--- src/rtl/lock_pkg.sv ---
// rtl/lock_pkg.sv - shared symbol, button and state definitions for the lock code sender
package lock_pkg;

  localparam logic [1:0] SYM_A = 2'b00;
  localparam logic [1:0] SYM_B = 2'b01;
  localparam logic [1:0] SYM_C = 2'b10;
  localparam logic [1:0] SYM_D = 2'b11;

  localparam int BTN_A = 0;
  localparam int BTN_B = 1;
  localparam int BTN_C = 2;
  localparam int BTN_D = 3;

  typedef enum logic [1:0] {
    IDLE    = 2'd0,
    PRESS   = 2'd1,
    RELEASE = 2'd2
  } state_t;

  // Maps a 2-bit code symbol to the single button line it drives.
  function automatic logic [3:0] sym_to_onehot(input logic [1:0] sym);
    logic [3:0] oh;
    oh = '0;
    case (sym)
      SYM_A:   oh[BTN_A] = 1'b1;
      SYM_B:   oh[BTN_B] = 1'b1;
      SYM_C:   oh[BTN_C] = 1'b1;
      SYM_D:   oh[BTN_D] = 1'b1;
      default: oh = '0;
    endcase
    return oh;
  endfunction

endpackage

--- src/rtl/lock_code_sender_if.sv ---
// rtl/lock_code_sender_if.sv - host-side control and button drive bundle of the lock code sender
interface lock_code_sender_if #(
  parameter int CODE_LEN = 4
);
  logic                  start;
  logic [2*CODE_LEN-1:0] code;
  logic                  abort;
  logic [3:0]            btn;
  logic                  busy;
  logic                  done;
  logic [2:0]            step;

  // Host / bench side: requests sequences and watches the button drive.
  modport master (
    output start, code, abort,
    input  btn, busy, done, step
  );

  // Sender side.
  modport slave (
    input  start, code, abort,
    output btn, busy, done, step
  );
endinterface

--- src/rtl/phase_timer.sv ---
// rtl/phase_timer.sv - loadable down-counter timing the press and release phases
module phase_timer #(
  parameter int W = 4
) (
  input  logic         clk,
  input  logic         rst,
  input  logic         load,
  input  logic [W-1:0] load_val,
  output logic         expire
);

  logic [W-1:0] cnt_q, cnt_d;

  // Reload on phase entry, otherwise count down and park at 1 so it never wraps.
  always_comb begin
    cnt_d = cnt_q;
    if (load) begin
      cnt_d = load_val;
    end else if (cnt_q > W'(1)) begin
      cnt_d = cnt_q - W'(1);
    end
  end

  // Counter register.
  always_ff @(posedge clk) begin
    if (rst) begin
      cnt_q <= '0;
    end else begin
      cnt_q <= cnt_d;
    end
  end

  // The last cycle of a phase is the one where the count reads 1.
  assign expire = (cnt_q == W'(1));

endmodule

--- src/rtl/lock_code_sender.sv ---
// rtl/lock_code_sender.sv - plays a latched code as timed one-hot button presses
module lock_code_sender
  import lock_pkg::*;
#(
  parameter int CODE_LEN    = 4,
  parameter int HOLD_CYCLES = 16,
  parameter int GAP_CYCLES  = 16
) (
  input logic              clk,
  input logic              rst,
  lock_code_sender_if.slave bus
);

  localparam int MAX_CYC = (HOLD_CYCLES > GAP_CYCLES) ? HOLD_CYCLES : GAP_CYCLES;
  localparam int TW      = $clog2(MAX_CYC + 1);
  localparam logic [TW-1:0] HOLD_LD   = TW'(HOLD_CYCLES);
  localparam logic [TW-1:0] GAP_LD    = TW'(GAP_CYCLES);
  localparam logic [2:0]    LAST_STEP = 3'(CODE_LEN - 1);

  state_t                state_q, state_d;
  logic [2*CODE_LEN-1:0] code_q, code_d;
  logic [3:0]            btn_q, btn_d;
  logic                  busy_q, busy_d;
  logic                  done_q, done_d;
  logic [2:0]            step_q, step_d;
  logic [2:0]            step_nx;
  logic [1:0]            sym_nx;
  logic                  load;
  logic [TW-1:0]         load_val;
  logic                  expire;

  assign step_nx = step_q + 3'd1;
  assign sym_nx  = 2'(code_q >> {step_nx, 1'b0});

  phase_timer #(.W(TW)) u_timer (
    .clk      (clk),
    .rst      (rst),
    .load     (load),
    .load_val (load_val),
    .expire   (expire)
  );

  // Next-state and registered-output values; btn holds its value within a phase.
  always_comb begin
    state_d  = state_q;
    code_d   = code_q;
    btn_d    = btn_q;
    busy_d   = busy_q;
    done_d   = 1'b0;
    step_d   = step_q;
    load     = 1'b0;
    load_val = HOLD_LD;
    case (state_q)
      IDLE: begin
        btn_d  = '0;
        busy_d = 1'b0;
        step_d = '0;
        if (bus.start) begin
          code_d  = bus.code;
          btn_d   = sym_to_onehot(bus.code[1:0]);
          busy_d  = 1'b1;
          state_d = PRESS;
          load    = 1'b1;
        end
      end
      PRESS: begin
        if (bus.abort) begin
          state_d = IDLE;
          btn_d   = '0;
          busy_d  = 1'b0;
          step_d  = '0;
        end else if (expire) begin
          state_d  = RELEASE;
          btn_d    = '0;
          load     = 1'b1;
          load_val = GAP_LD;
        end
      end
      RELEASE: begin
        if (bus.abort) begin
          state_d = IDLE;
          busy_d  = 1'b0;
          step_d  = '0;
        end else if (expire) begin
          if (step_q < LAST_STEP) begin
            state_d = PRESS;
            step_d  = step_nx;
            btn_d   = sym_to_onehot(sym_nx);
            load    = 1'b1;
          end else begin
            state_d = IDLE;
            busy_d  = 1'b0;
            step_d  = '0;
            done_d  = 1'b1;
          end
        end
      end
      default: begin
        state_d = IDLE;
        btn_d   = '0;
        busy_d  = 1'b0;
        step_d  = '0;
      end
    endcase
  end

  // State and output registers; reset overrides start and abort.
  always_ff @(posedge clk) begin
    if (rst) begin
      state_q <= IDLE;
      code_q  <= '0;
      btn_q   <= '0;
      busy_q  <= 1'b0;
      done_q  <= 1'b0;
      step_q  <= '0;
    end else begin
      state_q <= state_d;
      code_q  <= code_d;
      btn_q   <= btn_d;
      busy_q  <= busy_d;
      done_q  <= done_d;
      step_q  <= step_d;
    end
  end

  assign bus.btn  = btn_q;
  assign bus.busy = busy_q;
  assign bus.done = done_q;
  assign bus.step = step_q;

endmodule

--- src/flat_wrapper.sv ---
// flat-port wrapper written by rule: the top's interface ports become plain ports
module lock_code_sender_flat import lock_pkg::*;
#(
  parameter int CODE_LEN    = 4,
  parameter int HOLD_CYCLES = 16,
  parameter int GAP_CYCLES  = 16
)
  (clk, rst, bus_start, bus_code, bus_abort, bus_btn, bus_busy, bus_done, bus_step);
  lock_code_sender_if #(.CODE_LEN(CODE_LEN)) bus_i ();
  input logic clk;
  input logic rst;
  input wire logic [$bits(bus_i.start)-1:0] bus_start;
  input wire logic [$bits(bus_i.code)-1:0] bus_code;
  input wire logic [$bits(bus_i.abort)-1:0] bus_abort;
  output wire logic [$bits(bus_i.btn)-1:0] bus_btn;
  output wire logic [$bits(bus_i.busy)-1:0] bus_busy;
  output wire logic [$bits(bus_i.done)-1:0] bus_done;
  output wire logic [$bits(bus_i.step)-1:0] bus_step;
  assign bus_i.start = bus_start;
  assign bus_i.code = bus_code;
  assign bus_i.abort = bus_abort;
  assign bus_btn = bus_i.btn;
  assign bus_busy = bus_i.busy;
  assign bus_done = bus_i.done;
  assign bus_step = bus_i.step;
  lock_code_sender #(.CODE_LEN(CODE_LEN), .HOLD_CYCLES(HOLD_CYCLES), .GAP_CYCLES(GAP_CYCLES)) u_core (.clk(clk), .rst(rst), .bus(bus_i));
endmodule
--- config.mk ---
export PLATFORM = sky130hd
export DESIGN_NAME = lock_code_sender_flat
export DESIGN_NICKNAME = d
export VERILOG_FILES = /design/src/rtl/lock_pkg.sv /design/src/rtl/lock_code_sender_if.sv /design/src/rtl/phase_timer.sv /design/src/rtl/lock_code_sender.sv /design/src/flat_wrapper.sv
export SDC_FILE = /design/constraint.sdc
export NUM_CORES = 1
export LEC_CHECK = 0
export BUFFER_PORTS_ARGS = -buffer_cell sky130_fd_sc_hd__clkbuf_2
export CAP_MARGIN = 10
export CORE_UTILIZATION = 33
export CTS_BUF_LIST = sky130_fd_sc_hd__clkbuf_4 sky130_fd_sc_hd__clkbuf_8
export CTS_CLUSTER_SIZE = 10
export DETAILED_ROUTE_END_ITERATION = 8
export PLACE_DENSITY = 0.57
export SKIP_LAST_GASP = 1
export SYNTH_ARGS = -nofsm -noshare
export SYNTH_HDL_FRONTEND = slang
export SYNTH_SLANG_ARGS = --single-unit
export TNS_END_PERCENT = 5
--- constraint.sdc ---
create_clock -name clk -period 1.8 [get_ports clk]
set_clock_uncertainty 0.1 [all_clocks]
set_input_delay 0.18 -clock clk [delete_from_list [all_inputs] [get_ports clk]]
set_output_delay 0.18 -clock clk [all_outputs]
set_load 0.005 [all_outputs]
# Word-level counts from Yosys, hierarchy flattened

Cells that the tools add are included.

Register bits: 24
Bits in latches: 0
Bits in writable memories: 0
ROM bits: 0
Word-level logic and storage cells: 85
Memories: 0

Add/subtract/negate cells: 2
$mul: 0
Div/mod/pow operators: 0
$lt $le $gt $ge: 2
Equality and inequality tests: 17
Shift-type cells: 1
Multiplexer cells: 42
Bitwise gates (word level): 2
Reductions and logical operators: 11

Operators with widths:

| kind                                                                    | count |
|---|---|
| 4-bit 2-to-1 mux                                                        | 6 |
| 1-bit 2-to-1 mux                                                        | 20 |
| 3-bit 2-to-1 mux                                                        | 4 |
| 4-bit case mux with 3 select lines                                      | 1 |
| 2-bit equality test, second input constant                              | 5 |
| 2-bit 2-to-1 mux                                                        | 5 |
| 5-bit 2-to-1 mux                                                        | 2 |
| 8-bit by 4-bit >> shifter with 2-bit output                             | 1 |
| 2-bit by 1-bit equality test with 1-bit output, second input constant   | 3 |
| 2-bit zero test                                                         | 3 |
| 2-bit inequality test, second input constant                            | 3 |
| 3-bit by 2-bit inequality test with 1-bit output, second input constant | 2 |
| 1-bit case mux with 3 select lines                                      | 2 |
| 2-bit case mux with 3 select lines                                      | 1 |
| 3-bit case mux with 2 select lines                                      | 1 |
| 3-bit AND reduction                                                     | 2 |
| 5-bit by 1-bit equality test with 1-bit output, second input constant   | 1 |
| 5-bit by 1-bit > comparator with 1-bit output, second input constant    | 1 |
| 5-bit by 1-bit subtractor with 5-bit output, second input constant      | 1 |
| 2-bit by 1-bit inequality test with 1-bit output, second input constant | 2 |
| 2-bit AND reduction                                                     | 2 |
| 4-bit AND reduction                                                     | 1 |
| 4-bit OR reduction                                                      | 1 |
| 3-bit by 1-bit adder with 3-bit output, second input constant           | 1 |
| 5 further kinds                                                         | 6 |

# Depth between registers and ports, before layout

Gate-level depths: netlist of run 1.

Depth in word-level cells: 8
Gate-level depth with buffers: 7
Mapped depth without buffers: 7

# By module

Synthesis of run 1 repeated with hierarchy kept, for this count alone.

Cells, all modules: 149
Area total of the unflattened synthesis: 1,332.5 um^2

By module, submodules not included:

| module           | times used | cells an instance | area each (um^2) |
|---|---|---|---|
| lock_code_sender | 1          | 110               | 964.7 |
| phase_timer      | 1          | 39                | 367.9 |

# Worst setup path after synthesis of run 1

OpenSTA, ideal clock, no wires.

Kind: register to register
Start point: register u_core.step_q[0] (netlist: u_core.bus.step[0])
End point: register u_core.btn_q[3] (netlist: u_core.bus.btn[3])
Setup time: 0.117 ns
Arrival: 1.646 ns
Data required time: 1.583 ns
Slack: -0.063 ns
Stages on the path, launching flop included: 5
Clock period less this slack: 1.863 ns
Cells stage by stage: dfxtp_1 -> ha_1 -> mux4_2 -> a31o_2 -> a22o_1

Word-level cells in the longest chain between the ends: 8
Elaborated cells on any way between the ends: 11
Those cells by class: add/sub (1); order compare (1); eq/ne (2); shift (1); mux (5); reduce/logical (1)

Ends and longest elaborated chain:

| item                                        | line                    | text |
|---|---|---|
| start, declared                             | lock_code_sender.sv:25  | `logic [2:0] step_q, step_d;` |
| start signal, assigned                      | lock_code_sender.sv:122 | `step_q <= step_d;` |
| 3-bit by 1-bit adder with 3-bit output      | lock_code_sender.sv:32  | `assign step_nx = step_q + 3'd1;` |
| 8-bit by 4-bit >> shifter with 2-bit output | lock_code_sender.sv:33  | `assign sym_nx = 2'(code_q >> {step_nx, 1'b0});` |
| 2-bit equality test                         | lock_pkg.sv:24          | `case (sym)` |
| 1-bit 2-to-1 mux                            | lock_pkg.sv:24          |  |
| 4-bit 2-to-1 mux                            | lock_code_sender.sv:85  | `if (step_q < LAST_STEP) begin` |
| 4-bit 2-to-1 mux                            | lock_code_sender.sv:84  | `end else if (expire) begin` |
| 4-bit 2-to-1 mux                            | lock_code_sender.sv:80  | `if (bus.abort) begin` |
| 4-bit case mux with 3 select lines          | lock_code_sender.sv:53  | `case (state_q)` |
| end signal, assigned                        | lock_code_sender.sv:119 | `btn_q <= btn_d;` |
| end, declared                               | lock_code_sender.sv:22  | `logic [3:0] btn_q, btn_d;` |

Several ways; a longest one is shown, not always the timed one. The select of a mux whose other input is x is not followed.
A chain may end at the register's enable or synchronous reset.

# Worst setup path after layout of run 1

Start point: register u_core.u_timer.cnt_q[1]
End point: register u_core.step_q[0] (netlist: u_core.bus.step[0])

Word-level cells in the longest chain between the ends: 3

Ends and longest elaborated chain:

| item                                                              | line              | text |
|---|---|---|
| start, declared                                                   | phase_timer.sv:12 | `logic [W-1:0] cnt_q, cnt_d;` |
| start signal, assigned                                            | phase_timer.sv:29 | `cnt_q <= cnt_d;` |
| 5-bit by 1-bit equality test with 1-bit output                    | phase_timer.sv:34 | `assign expire = (cnt_q == W'(1));` |
| 3-bit by 2-bit inequality test with 1-bit output (no source line) | --                |  |
| 2-bit AND reduction (no source line)                              | --                |  |

No other way between the ends.

==> tab_implementation.tex, run 1 <==
\begin{tabular}{lr}
\hline
Metric & Value \\
\hline
\multicolumn{2}{l}{\textbf{Outcome}} \\
\quad Run status & finished, violations left \\
\quad Violations in the final reports & setup timing \\
\multicolumn{2}{l}{\textbf{Timing}} \\
\quad Final Critical Period & $\sim$1800 ps \\
\quad Final setup violating endpoints & 4 \\
\quad Unrepaired setup endpoints after global routing & yes \\
\quad Normalized max-slew margin & 0.691 \\
\quad Slew at the pin with the worst max-slew slack & $\sim$460 ps \\
\quad Crit share post-route & 1.01 \\
\quad Post-layout worst setup margin & -21.0 ps \\
\quad Final count of pins violating max slew & 0 \\
\quad Highest clock frequency the design can meet & 549 MHz \\
\quad Min Hold Slack & roughly 26 ps \\
\quad Hold violation count in the final report & 0 \\
\multicolumn{2}{l}{\textbf{Yosys}} \\
\quad Average instance area after synthesis & between 8 and 9 um2 \\
\quad Most area-hungry cell type in the Yosys netlist & sky130\_fd\_sc\_hd\_\_dfxtp\_1 \\
\quad Cell types with the largest area share after synthesis & sky130\_fd\_sc\_hd\_\_dfxtp\_1 40\%, sky130\_fd\_sc\_hd\_\_a21oi\_1 7.1\%, sky130\_fd\_sc\_hd\_\_nand2\_1 6.9\%, sky130\_fd\_sc\_hd\_\_nor2\_1 4.4\%, sky130\_fd\_sc\_hd\_\_mux4\_2 3.8\% \\
\quad Most common library cells after synthesis & 24 x sky130\_fd\_sc\_hd\_\_dfxtp\_1, 22 x sky130\_fd\_sc\_hd\_\_nand2\_1, 17 x sky130\_fd\_sc\_hd\_\_a21oi\_1 \\
\quad Distinct cell type count after synthesis & 36 \\
\quad Post-synth top flop & sky130\_fd\_sc\_hd\_\_dfxtp\_1 \\
\quad Most numerous cell in the Yosys netlist & sky130\_fd\_sc\_hd\_\_dfxtp\_1 \\
\quad Synthesized net count & approximately 150 \\
\quad Area share of the largest cell type after synthesis & 0.403 \\
\quad Warnings, synthesis & 0 \\
\quad Sequential fraction of the synthesis area & 0.403 \\
\quad Flip-flop and latch count after synthesis & 24 \\
\quad Count of mapped cells out of synthesis & 138 \\
\quad Share of synthesized registers carrying an async set or reset & 0 \\
\quad Count of flip-flops with a built-in enable after synthesis & 0 \\
\quad Cell Area, Synth & 1190 um2 \\
\multicolumn{2}{l}{\textbf{Global routing}} \\
\quad Via count of the first global-routing pass & $\sim$940 \\
\quad Wire length of the first global-routing pass & between 4 and 5 mm \\
\quad Number of antenna violations at the first check in global routing & 0 \\
\quad Overall Global Routing Usage & 0.152 \\
\quad Final global-route overflow total & 0 \\
\quad Largest net degree at the start of global routing & 21 \\
\multicolumn{2}{l}{\textbf{Clock tree}} \\
\quad Clock Path Buffers & 2 \\
\quad Num CTS Buffers & 3 \\
\quad Library cell used as clock root buffer & sky130\_fd\_sc\_hd\_\_clkbuf\_4 \\
\quad Clock transition at the registers of the reported paths & between 100 and 150 ps \\
\quad Number of clock sinks & 24 \\
\quad Clock network latency to the later pin of the worst-skew pair & approximately 320 ps \\
\quad Setup fix buffers added after clock tree synthesis & 0 \\
\quad H-tree levels & 1 \\
\quad CTS tree & yes \\
\multicolumn{2}{l}{\textbf{Detailed routing}} \\
\quad Post-detailed-routing wire length & $\sim$2.7 mm \\
\quad Average via count per standard cell & between 4 and 5 \\
\quad First-iteration detailed-routing DRC count & 55 \\
\quad Antenna-violating nets left & 0 \\
\quad Count of vias placed by the detailed router & 1108 \\
\quad First-pass iteration count of the detailed router & 4 \\
\quad WL per Instance & roughly 12 um \\
\quad Number of DRC violations after detailed routing & 0 \\
\multicolumn{2}{l}{\textbf{Floorplan}} \\
\quad Horizontal die dimension & 62.1 um \\
\quad Ports placed on the boundary & 21 \\
\quad Area of the die & 3850 um2 \\
\quad Core area & 3390 um2 \\
\quad Starting utilization of the core area & 0.351 \\
\quad Number of cell rows & 21 \\
\quad Chip Height & slightly above 60 um \\
\multicolumn{2}{l}{\textbf{Critical path}} \\
\quad Type of element launching the critical path & flip-flop \\
\quad Kind of critical path & reg2reg \\
\quad Category of the worst setup path capture point & flip-flop \\
\quad Maximum fanout encountered on the critical timing path & 5 \\
\quad Critical Path Max Stage Delay & around 500 ps \\
\quad Required time at the endpoint of the critical path & around 2000 ps \\
\quad Worst path arrival time & between 1500 and 2000 ps \\
\quad Cell breakdown of the critical path & inv\_2 > ha\_4 > or4b\_4 > nand2\_4 > a21oi\_4 > or3b\_1 > a21oi\_2 \\
\quad Cell at the slowest stage of the critical path & sky130\_fd\_sc\_hd\_\_or4b\_4 \\
\quad Number of buffer and inverter stages on the critical path & 1 \\
\quad Worst path top cell family by delay & simple AND/OR/NAND/NOR gates \\
\multicolumn{2}{l}{\textbf{Cells and area}} \\
\quad Area grow syn2layout & 32.4\% \\
\quad Net count of the finished layout & just under 200 \\
\quad Number of diodes added for antenna fixing & 0 \\
\quad Fraction of final layout cells sized beyond drive strength 1 & 0.344 \\
\quad Final core occ & 0.465 \\
\quad Layout fillers & roughly 350 \\
\multicolumn{2}{l}{\textbf{Pwr}} \\
\quad Total leakage power & 0.655 nW \\
\quad Switching Fraction & 0.334 \\
\quad Total power per unit cell area & about 1000 nW/um2 \\
\quad Combinational group share of total power & 0.393 \\
\quad Internal Dissipation & between 1 and 1.5 mW \\
\quad Sequential power share & 0.419 \\
\quad Switching power of the nets & 0.518 mW \\
\quad Clk pwr share & 0.189 \\
\quad Worst IR Drop VDD & around 0.68 mV \\
\multicolumn{2}{l}{\textbf{Worst hold path}} \\
\quad Class of the tightest hold or removal check & in2reg \\
\multicolumn{2}{l}{\textbf{Job}} \\
\quad Max Cap Violations & 0 \\
\multicolumn{2}{l}{\textbf{Placed design}} \\
\quad Number of port buffers & 20 \\
\quad Placer congestion estimate & between 0.7 and 0.8 \\
\quad Setup slack after placement & -23.6 ps \\
\quad DP HPWL & 2.04 mm \\
\hline
\end{tabular}
## worst paths after layout
check | slack (ps) | start | cells past startpoint | end
worst max register to register | -20 | u_core.u_timer.cnt_q[1]$_SDFFE_PP0P_ | 7 | u_core.bus.step[0]$_SDFFE_PP0P_
worst min register to register | 370 | u_core.code_q[6]$_SDFFE_PP0P_ | 2 | u_core.code_q[6]$_SDFFE_PP0P_
worst min-delay path | 30 | bus_code[0] | 3 | u_core.code_q[0]$_SDFFE_PP0P_
worst max-delay path | -20 | u_core.u_timer.cnt_q[1]$_SDFFE_PP0P_ | 7 | u_core.bus.step[0]$_SDFFE_PP0P_
## final cells by class
cell class | instances | area [um2] | area share
tap | 46 | 57.6 | 0.0365
clock buffer | 4 | 36.3 | 0.0230
sequential | 24 | 488 | 0.310
inverter | 2 | 7.51 | 0.00476
timing repair buffer | 42 | 280 | 0.178
multi-input combinational | 108 | 707 | 0.448
## metrics by stage
stage                     cells  TNS, ps  instance area [um2]  total power, mW
after floorplan             138    -9.18                 1230             1.03
after global placement      216    -31.4                 1470             1.25
after detailed placement    216    -35.8                 1470             1.26
after CTS                   226    -63.8                 1570             1.57
after global routing        226     -741                 1580             1.68
final                       226    -46.2                 1580             1.55
## power groups by stage
stage	Clock [mW]	Combinational [mW]	Sequential (mW)
finish	0.293	0.610	0.651
global route	0.328	0.687	0.662
CTS	0.307	0.613	0.651
detailed placement	0	0.597	0.663
global placement	0	0.591	0.662
floorplan	0	0.349	0.678
## tightest hold or removal path: cells and delay by family
family / cells / cell delay, ps
buffers and inverters: 1 / 100
and+or+nand+nor: 1 / 70
AOI/OAI and AO/OA: 1 / 60
## state kept, by name (all words and copies together), names as in the netlist
signal and flops:
u_core.bus.btn 4, u_core.bus.done 1, u_core.bus.busy 1, u_core.u_timer.cnt_q 5, u_core.state_q 2, u_core.bus.step 3, u_core.code_q 8
## cell families (layout without fill, tap and decap cells)
kind of cell | Yosys count | count (layout) | share of synthesized area
buffers and inverters | 6 | 48 | 0.0378
flip-flops | 24 | 24 | 0.403
multiplexers | 2 | 2 | 0.0378
AND/OR/NAND/NOR | 60 | 60 | 0.257
XOR/XNOR | 3 | 3 | 0.0221
AO/OA/AOI/OAI | 40 | 40 | 0.210
adder cells (fa/ha/maj) | 3 | 3 | 0.0315
## cell usage in the layout, fill, tap and decap left out, drive strengths merged, types with 2 or more instances in the layout
master       count
dfxtp           24
nand2           23
a211oi           3
dlygate4sd3      6
o21ai            8
clkbuf          24
mux4             2
nor2            14
ha               3
nor3             4
xor2             3
nand3            2
buf             16
inv              2
nor2b            3
a21oi           19
a22o             3
or2b             3
nand3b           4
and3             2
## layer usage
| metal | routed length, um | global-route usage | share of wire | vias to the layer above |
|---|---|---|---|---|
| met5 | 0 | 0 | 0 | - |
| met4 | 10 | 0.0381 | 0.0037 | 0 |
| met3 | 89 | 0.0269 | 0.033 | 2 |
| met2 | 1250 | 0.236 | 0.47 | 16 |
| met1 | 1340 | 0.219 | 0.50 | 521 |
| li1 | - | - | - | 569 |
## what timing repair did
item / 4_1_cts / 5_1_grt
resized for setup: 1 / 4
endpoints found under the hold margin: 6 / 0
hold buffers: 6 / 0
pin swaps: 2 / 4
setup endpoints to repair: 6 / 13
Power figures use the tool's default switching activity.
==> run 2: changes to the inputs <==
--- a/config.mk
+++ b/config.mk
@@ -11,6 +11,7 @@
 export CTS_BUF_LIST = sky130_fd_sc_hd__clkbuf_4 sky130_fd_sc_hd__clkbuf_8
 export CTS_CLUSTER_SIZE = 10
 export DETAILED_ROUTE_END_ITERATION = 8
+export HOLD_SLACK_MARGIN = 0.03
 export PLACE_DENSITY = 0.57
 export SKIP_LAST_GASP = 1
 export SYNTH_ARGS = -nofsm -noshare
==> tab_implementation.tex, run 2 (synthesized netlist as in run 1, its figures left out) <==
\begin{tabular}{lr}
\hline
Metric & Value \\
\hline
\multicolumn{2}{l}{\textbf{Detailed routing}} \\
\quad Number of DRC violations after detailed routing & 0 (unchanged) \\
\quad WL per Instance & 11.9 um (-0.25\%) \\
\quad Post-detailed-routing wire length & 2.71 mm (+0.63\%) \\
\quad Count of vias placed by the detailed router & 1114 (+0.54\%) \\
\quad First-pass iteration count of the detailed router & 4 (unchanged) \\
\quad Average via count per standard cell & 4.89 (-0.34\%) \\
\quad First-iteration detailed-routing DRC count & 50 (-9.1\%) \\
\quad Antenna-violating nets left & 0 (unchanged) \\
\multicolumn{2}{l}{\textbf{Worst hold path}} \\
\quad Worst Hold Launch & bus\_abort \\
\quad Class of the tightest hold or removal check & in2reg \\
\quad Endpoint of the worst hold-timing path & u\_core.state\_q[1]\$\_SDFFE\_PP0P\_ \\
\quad Hold path cells & 2 (-1) \\
\multicolumn{2}{l}{\textbf{Job}} \\
\quad Max Cap Violations & 0 (unchanged) \\
\multicolumn{2}{l}{\textbf{Pwr}} \\
\quad Worst IR Drop VDD & 0.682 mV (unchanged) \\
\quad Total power per unit cell area & 976 nW/um2 (-1.0\%) \\
\quad Total leakage power & 0.663 nW (+1.3\%) \\
\multicolumn{2}{l}{\textbf{Critical path}} \\
\quad Kind of critical path & reg2reg \\
\quad Critical Path Max Stage Delay & 500 ps (about the same) \\
\quad Maximum fanout encountered on the critical timing path & 5 (unchanged) \\
\quad Worst path top cell family by delay & simple AND/OR/NAND/NOR gates \\
\quad Cell at the slowest stage of the critical path & sky130\_fd\_sc\_hd\_\_or4b\_4 \\
\quad Type of element launching the critical path & flip-flop \\
\quad Required time at the endpoint of the critical path & 1960 ps (about the same) \\
\quad Worst path arrival time & 1980 ps (about the same) \\
\quad Beginning of the critical path & u\_core.u\_timer.cnt\_q[1]\$\_SDFFE\_PP0P\_ \\
\quad Number of buffer and inverter stages on the critical path & 1 (unchanged) \\
\quad R2R Path End & u\_core.bus.step[0]\$\_SDFFE\_PP0P\_ \\
\quad Cell breakdown of the critical path & inv\_2 > ha\_4 > or4b\_4 > nand2\_4 > a21oi\_4 > or3b\_1 > a21oi\_2 \\
\quad Crit Reg-Reg Startpoint & u\_core.u\_timer.cnt\_q[1]\$\_SDFFE\_PP0P\_ \\
\quad Slack of the worst reg-to-reg path & -20 ps (about the same) \\
\quad Number of cells on the worst reg-to-reg path & 7 (unchanged) \\
\quad Category of the worst setup path capture point & flip-flop \\
\multicolumn{2}{l}{\textbf{Timing}} \\
\quad Normalized max-slew margin & 0.691 (about the same) \\
\quad Crit share post-route & 1.01 (about the same) \\
\quad Post-layout worst setup margin & -21.0 ps (-0.00490 ps) \\
\quad Final Critical Period & 1820 ps (+0.00490 ps) \\
\quad Highest clock frequency the design can meet & 549 MHz (about the same) \\
\quad Final setup violating endpoints & 4 (unchanged) \\
\quad Final count of pins violating max slew & 0 (unchanged) \\
\quad Unrepaired setup endpoints after global routing & yes \\
\quad Hold violation count in the final report & 0 (unchanged) \\
\quad Slew at the pin with the worst max-slew slack & 464 ps (+0.225 ps) \\
\multicolumn{2}{l}{\textbf{Floorplan}} \\
\quad Ports placed on the boundary & 21 (unchanged) \\
\quad Number of cell rows & 21 (unchanged) \\
\quad Chip Height & 62.1 um (unchanged) \\
\quad Starting utilization of the core area & 0.351 (unchanged) \\
\quad Area of the die & 3850 um2 (unchanged) \\
\quad Horizontal die dimension & 62.1 um (unchanged) \\
\quad Core area & 3390 um2 (unchanged) \\
\multicolumn{2}{l}{\textbf{Global routing}} \\
\quad Wire length of the first global-routing pass & 4.36 mm (+0.30\%) \\
\quad Overall Global Routing Usage & 0.153 (+0.000432) \\
\quad Largest net degree at the start of global routing & 21 (unchanged) \\
\quad Via count of the first global-routing pass & 947 (+0.64\%) \\
\quad Final global-route overflow total & 0 (unchanged) \\
\quad Number of antenna violations at the first check in global routing & 0 (unchanged) \\
\multicolumn{2}{l}{\textbf{Clock tree}} \\
\quad Clock Path Buffers & 2 (unchanged) \\
\quad Library cell used as clock root buffer & sky130\_fd\_sc\_hd\_\_clkbuf\_4 \\
\quad CTS tree & yes \\
\quad Number of clock sinks & 24 (unchanged) \\
\quad Num CTS Buffers & 3 (unchanged) \\
\quad H-tree levels & 1 (unchanged) \\
\quad Clock transition at the registers of the reported paths & 140 ps (about the same) \\
\quad Clock network latency to the later pin of the worst-skew pair & 320 ps (about the same) \\
\multicolumn{2}{l}{\textbf{Cells and area}} \\
\quad Flip-flop count of the largest register, all copies and words added & 8 (unchanged) \\
\quad Area of all placed cells without fillers & 1600 um2 (+1.3\%) \\
\quad Commonest non-fill, non-tap cell in the layout & sky130\_fd\_sc\_hd\_\_nand2\_1 \\
\quad Net count of the finished layout & 198 (+1.0\%) \\
\quad Number of diodes added for antenna fixing & 0 (unchanged) \\
\quad Area grow syn2layout & 34.0\% \\
\quad Most frequent cells in the layout & 22 x sky130\_fd\_sc\_hd\_\_nand2\_1, 20 x sky130\_fd\_sc\_hd\_\_clkbuf\_2, 20 x sky130\_fd\_sc\_hd\_\_dfxtp\_1 \\
\quad Largest reg by FF count & u\_core.code\_q \\
\quad Fraction of final layout cells sized beyond drive strength 1 & 0.341 (-0.00379) \\
\multicolumn{2}{l}{\textbf{Outcome}} \\
\quad Run status & finished, violations left \\
\quad Violations in the final reports & setup timing \\
\multicolumn{2}{l}{\textbf{Placed design}} \\
\quad Setup slack after placement & -23.6 ps (unchanged) \\
\quad DP HPWL & 2.04 mm (unchanged) \\
\quad Number of port buffers & 20 (unchanged) \\
\quad Placer congestion estimate & 0.763 (unchanged) \\
\quad Cell area reported after detailed placement & 1470 um2 (unchanged) \\
\hline
\end{tabular}
run 2: layout make-up:
type	instances	area, um2
fillers	343	1790
multi-input cells	108	707
flip-flops and latches	24	488
repair buffers	44	300
well taps	46	57.6
clock buffers	4	36.3
inverters	2	7.51
run 2: what timing repair did:
action                                  4_1_cts  5_1_grt
endpoints found under the setup margin        6       13
hold endpoints to repair                      8        0
setup buffers                                 0        0
pin swaps                                     2        4
hold buffers                                  8        0
gates resized for setup                       1        4
run 2: power breakdown:
part	total (mW)	internal [mW]	switching [mW]	leakage, nW
Clock	0.293	0.124	0.169	0.0210
Sequential	0.651	0.607	0.0442	0.198
Combinational	0.614	0.308	0.305	0.444
run 2: how the worst max path moves through the flow:
| stage | endpoint | slack [ps] | depth (start not counted) |
|---|---|---|---|
| 2_1_floorplan | u_core.bus.step[0]$_SDFFE_PP0P_ | -9 | 7 |
| 3_3_place_gp | u_core.bus.step[0]$_SDFFE_PP0P_ | -20 | 7 |
| 3_5_place_dp | u_core.bus.step[0]$_SDFFE_PP0P_ | -20 | 7 |
| 4_1_cts | u_core.bus.step[0]$_SDFFE_PP0P_ | -20 | 7 |
| 5_1_grt | u_core.bus.step[2]$_SDFFE_PP0P_ | -90 | 8 |
| 6_report | u_core.bus.step[0]$_SDFFE_PP0P_ | -20 | 7 |
run 2: through the flow:
stage	total power, mW	cells	utilization	hold WS [ps]	setup TNS, ps
floorplan	1.03	138	-	157	-9.18
global placement	1.25	216	0.434	304	-31.4
detailed placement	1.26	216	0.434	313	-35.8
CTS	1.57	228	0.468	47.8	-63.8
global route	1.68	228	0.471	68.7	-741
finish	1.56	228	0.471	65.3	-45.9
run 2: routing by layer:
layer / global-route usage / part of all wire
met1: 0.220 / 0.50
met2: 0.237 / 0.47
met3: 0.0248 / 0.028
met4: 0.0381 / 0.0037
met5: 0 / 0
==> run 3: changes to the inputs <==
--- a/config.mk
+++ b/config.mk
@@ -12,7 +12,7 @@
 export CTS_CLUSTER_SIZE = 10
 export DETAILED_ROUTE_END_ITERATION = 8
 export HOLD_SLACK_MARGIN = 0.03
-export PLACE_DENSITY = 0.57
+export PLACE_DENSITY = 0.55
 export SKIP_LAST_GASP = 1
 export SYNTH_ARGS = -nofsm -noshare
 export SYNTH_HDL_FRONTEND = slang
==> constraint.sdc (replaced) <==
create_clock -name clk -period 1.9 [get_ports clk]
set_clock_uncertainty 0.1 [all_clocks]
set_input_delay 0.19 -clock clk [delete_from_list [all_inputs] [get_ports clk]]
set_output_delay 0.19 -clock clk [all_outputs]
set_load 0.005 [all_outputs]
==> tab_implementation.tex, run 3 (synthesized netlist as in run 1, its figures left out) <==
\begin{tabular}{lr}
\hline
Metric & Value \\
\hline
\multicolumn{2}{l}{\textbf{Outcome}} \\
\quad Run status & completed \\
\multicolumn{2}{l}{\textbf{Cells and area}} \\
\quad Layout fillers & 329 (-4.1\%) \\
\quad Final core occ & 0.463 (-0.00775) \\
\quad Most frequent cells in the layout & 22 x sky130\_fd\_sc\_hd\_\_nand2\_1, 21 x sky130\_fd\_sc\_hd\_\_dfxtp\_1, 20 x sky130\_fd\_sc\_hd\_\_clkbuf\_2 \\
\quad Number of diodes added for antenna fixing & 0 (unchanged) \\
\quad Net count of the finished layout & 194 (-2.0\%) \\
\quad Area of all placed cells without fillers & 1570 um2 (-1.6\%) \\
\quad Area grow syn2layout & 31.8\% \\
\quad Largest reg by FF count & u\_core.code\_q \\
\quad Post-Layout Cell Count & 224 (-1.8\%) \\
\quad Commonest non-fill, non-tap cell in the layout & sky130\_fd\_sc\_hd\_\_nand2\_1 \\
\quad Flip-flop count of the largest register, all copies and words added & 8 (unchanged) \\
\quad Fraction of final layout cells sized beyond drive strength 1 & 0.309 (-0.0317) \\
\multicolumn{2}{l}{\textbf{Critical path}} \\
\quad Cell breakdown of the critical path & inv\_2 > ha\_4 > or4b\_4 > nand2\_4 > a21oi\_2 > or3b\_1 > a21oi\_2 \\
\quad R2R Path End & u\_core.bus.step[0]\$\_SDFFE\_PP0P\_ \\
\quad Category of the worst setup path capture point & flip-flop \\
\quad Required time at the endpoint of the critical path & 2070 ps (+110 ps) \\
\quad Kind of critical path & reg2reg \\
\quad Most frequent cell on the critical path & sky130\_fd\_sc\_hd\_\_a21oi\_2 \\
\quad Maximum fanout encountered on the critical timing path & 6 (+1) \\
\quad Worst path arrival time & 2050 ps (+70 ps) \\
\quad Cell at the slowest stage of the critical path & sky130\_fd\_sc\_hd\_\_or4b\_4 \\
\quad Critical Path Max Stage Delay & 520 ps (+20 ps) \\
\quad Type of element launching the critical path & flip-flop \\
\quad Worst path top cell family by delay & simple AND/OR/NAND/NOR gates \\
\quad Slack of the worst reg-to-reg path & 10 ps (+40 ps) \\
\quad Number of cells on the worst reg-to-reg path & 7 (unchanged) \\
\quad Number of buffer and inverter stages on the critical path & 1 (unchanged) \\
\quad Crit Reg-Reg Startpoint & u\_core.u\_timer.cnt\_q[1]\$\_SDFFE\_PP0P\_ \\
\multicolumn{2}{l}{\textbf{Worst hold path}} \\
\quad Worst Hold Launch & rst \\
\quad Hold path cells & 2 (unchanged) \\
\quad Class of the tightest hold or removal check & in2reg \\
\quad Endpoint of the worst hold-timing path & u\_core.bus.step[0]\$\_SDFFE\_PP0P\_ \\
\multicolumn{2}{l}{\textbf{Pwr}} \\
\quad Worst IR Drop VDD & 0.575 mV (-16\%) \\
\quad Total power per unit cell area & 977 nW/um2 (about the same) \\
\quad Clk pwr share & 0.250 (+0.062) \\
\quad Total leakage power & 0.648 nW (-2.3\%) \\
\quad Switching Fraction & 0.327 (-0.00635) \\
\quad Overall power after layout & 1.53 mW (-1.6\%) \\
\quad Switching power of the nets & 0.501 mW (-3.4\%) \\
\quad Combinational group share of total power & 0.334 (-0.060) \\
\quad Sequential power share & 0.416 (-0.002) \\
\quad Internal Dissipation & 1.03 mW (-0.63\%) \\
\multicolumn{2}{l}{\textbf{Detailed routing}} \\
\quad Post-detailed-routing wire length & 2.73 mm (+0.89\%) \\
\quad First-iteration detailed-routing DRC count & 45 (-10\%) \\
\quad Average via count per standard cell & 4.92 (+0.78\%) \\
\quad First-pass iteration count of the detailed router & 4 (unchanged) \\
\quad Count of vias placed by the detailed router & 1103 (-0.99\%) \\
\quad WL per Instance & 12.2 um (+2.7\%) \\
\quad Number of DRC violations after detailed routing & 0 (unchanged) \\
\quad Antenna-violating nets left & 0 (unchanged) \\
\multicolumn{2}{l}{\textbf{Global routing}} \\
\quad Met2 Use GR & 0.254 (+0.0167) \\
\quad Overall Global Routing Usage & 0.154 (+0.00159) \\
\quad Global route hottest layer & met2 \\
\quad Final global-route overflow total & 0 (unchanged) \\
\quad Met1 routing resource usage after global routing & 0.188 (-0.0321) \\
\quad Wire length of the first global-routing pass & 4.28 mm (-1.9\%) \\
\quad GR Layer Usage met3 & 0.0248 (unchanged) \\
\quad Via count of the first global-routing pass & 982 (+3.7\%) \\
\quad Largest net degree at the start of global routing & 21 (unchanged) \\
\quad Number of antenna violations at the first check in global routing & 0 (unchanged) \\
\multicolumn{2}{l}{\textbf{Clock tree}} \\
\quad Clock network latency to the later pin of the worst-skew pair & 330 ps (about the same) \\
\quad CTS tree & yes \\
\quad Num CTS Buffers & 3 (unchanged) \\
\quad H-tree levels & 1 (unchanged) \\
\quad Clock transition at the registers of the reported paths & 140 ps (about the same) \\
\quad Number of clock sinks & 24 (unchanged) \\
\quad Clock Path Buffers & 2 (unchanged) \\
\quad Library cell used as clock root buffer & sky130\_fd\_sc\_hd\_\_clkbuf\_4 \\
\multicolumn{2}{l}{\textbf{Timing}} \\
\quad Setup Total Neg Slack & 0 ps (+45.9 ps) \\
\quad Slew at the pin with the worst max-slew slack & 426 ps (-37.6 ps) \\
\quad Final count of pins violating max slew & 0 (unchanged) \\
\quad Normalized max-slew margin & 0.716 (+0.0251) \\
\quad Final Critical Period & 1890 ps (+64.2 ps) \\
\quad Min Hold Slack & 184 ps (+119 ps) \\
\quad Post-layout worst setup margin & 14.8 ps (+35.8 ps) \\
\quad Unrepaired setup endpoints after global routing & yes \\
\quad Crit share post-route & 0.992 (-0.0195) \\
\quad Hold violation count in the final report & 0 (unchanged) \\
\quad Highest clock frequency the design can meet & 530 MHz (-3.4\%) \\
\quad Final setup violating endpoints & 0 (-4) \\
\multicolumn{2}{l}{\textbf{Floorplan}} \\
\quad Area of the die & 3850 um2 (unchanged) \\
\quad Ports placed on the boundary & 21 (unchanged) \\
\quad Horizontal die dimension & 62.1 um (unchanged) \\
\quad Chip Height & 62.1 um (unchanged) \\
\quad Starting utilization of the core area & 0.351 (unchanged) \\
\quad Core area & 3390 um2 (unchanged) \\
\quad Number of cell rows & 21 (unchanged) \\
\multicolumn{2}{l}{\textbf{Placed design}} \\
\quad DP HPWL & 1.97 mm (-3.4\%) \\
\quad Setup slack after placement & 8.82 ps (+32.4 ps) \\
\quad Inst Count DP & 210 (-2.8\%) \\
\quad Number of port buffers & 20 (unchanged) \\
\quad Cell area reported after detailed placement & 1390 um2 (-5.7\%) \\
\quad Placer congestion estimate & 0.757 (-0.80\%) \\
\multicolumn{2}{l}{\textbf{Job}} \\
\quad Max Cap Violations & 0 (unchanged) \\
\hline
\end{tabular}
==> run 3: worst register-to-register path, stage by stage (launching register included) <==
cell                      delay [ps]
sky130_fd_sc_hd__dfxtp_2         350
sky130_fd_sc_hd__inv_2            70
sky130_fd_sc_hd__ha_4            120
sky130_fd_sc_hd__or4b_4          520
sky130_fd_sc_hd__nand2_4         110
sky130_fd_sc_hd__a21oi_2          50
sky130_fd_sc_hd__or3b_1          390
sky130_fd_sc_hd__a21oi_2         120
==> run 3: repair_timing <==
item                                    in CTS  in global routing
pin swaps                                    0                  3
hold endpoints to repair                     9                  0
hold buffers                                 9                  0
endpoints found under the setup margin       2                 12
buffers inserted                             0                  1
resized for setup                            1                  9
==> run 3: layer usage <==
metal / vias to the layer above / routed length (um)
li1: 567 / -
met1: 511 / 1320
met5: - / 0
met3: 6 / 64
met2: 19 / 1270
met4: 0 / 73
==> run 3: layout make-up <==
cell class | count | area [um2] | area share
clock buffer | 3 | 22.5 | 0.0143
clock inverter | 1 | 30.0 | 0.0191
inverter | 2 | 7.51 | 0.00478
multi-input combinational | 108 | 696 | 0.443
sequential | 24 | 484 | 0.308
tap | 46 | 57.6 | 0.0367
timing repair buffer | 40 | 273 | 0.174
==> run 3: how the worst max path moves through the flow <==
stage / startpoint / endpoint / slack (ps) / depth (start not counted)
floorplan: u_core.bus.step[0]$_SDFFE_PP0P_ / u_core.bus.btn[3]$_SDFFE_PP0P_ / 40 / 4
global placement: u_core.u_timer.cnt_q[1]$_SDFFE_PP0P_ / u_core.bus.btn[1]$_SDFFE_PP0P_ / -0.3 / 6
detailed placement: u_core.u_timer.cnt_q[1]$_SDFFE_PP0P_ / u_core.bus.btn[3]$_SDFFE_PP0P_ / 9 / 6
CTS: u_core.u_timer.cnt_q[1]$_SDFFE_PP0P_ / u_core.bus.btn[3]$_SDFFE_PP0P_ / -10 / 6
global route: u_core.u_timer.cnt_q[1]$_SDFFE_PP0P_ / u_core.bus.step[0]$_SDFFE_PP0P_ / -40 / 7
finish: u_core.u_timer.cnt_q[1]$_SDFFE_PP0P_ / u_core.bus.step[0]$_SDFFE_PP0P_ / 10 / 7
==> run 3: power groups by stage <==
stage          Combinational (mW)  Clock, mW  Sequential, mW
2_1_floorplan               0.321          0           0.629
3_3_place_gp                0.469          0           0.632
3_5_place_dp                0.478          0           0.635
4_1_cts                     0.497      0.392           0.625
5_1_grt                     0.582      0.408           0.644
6_report                    0.512      0.384           0.638
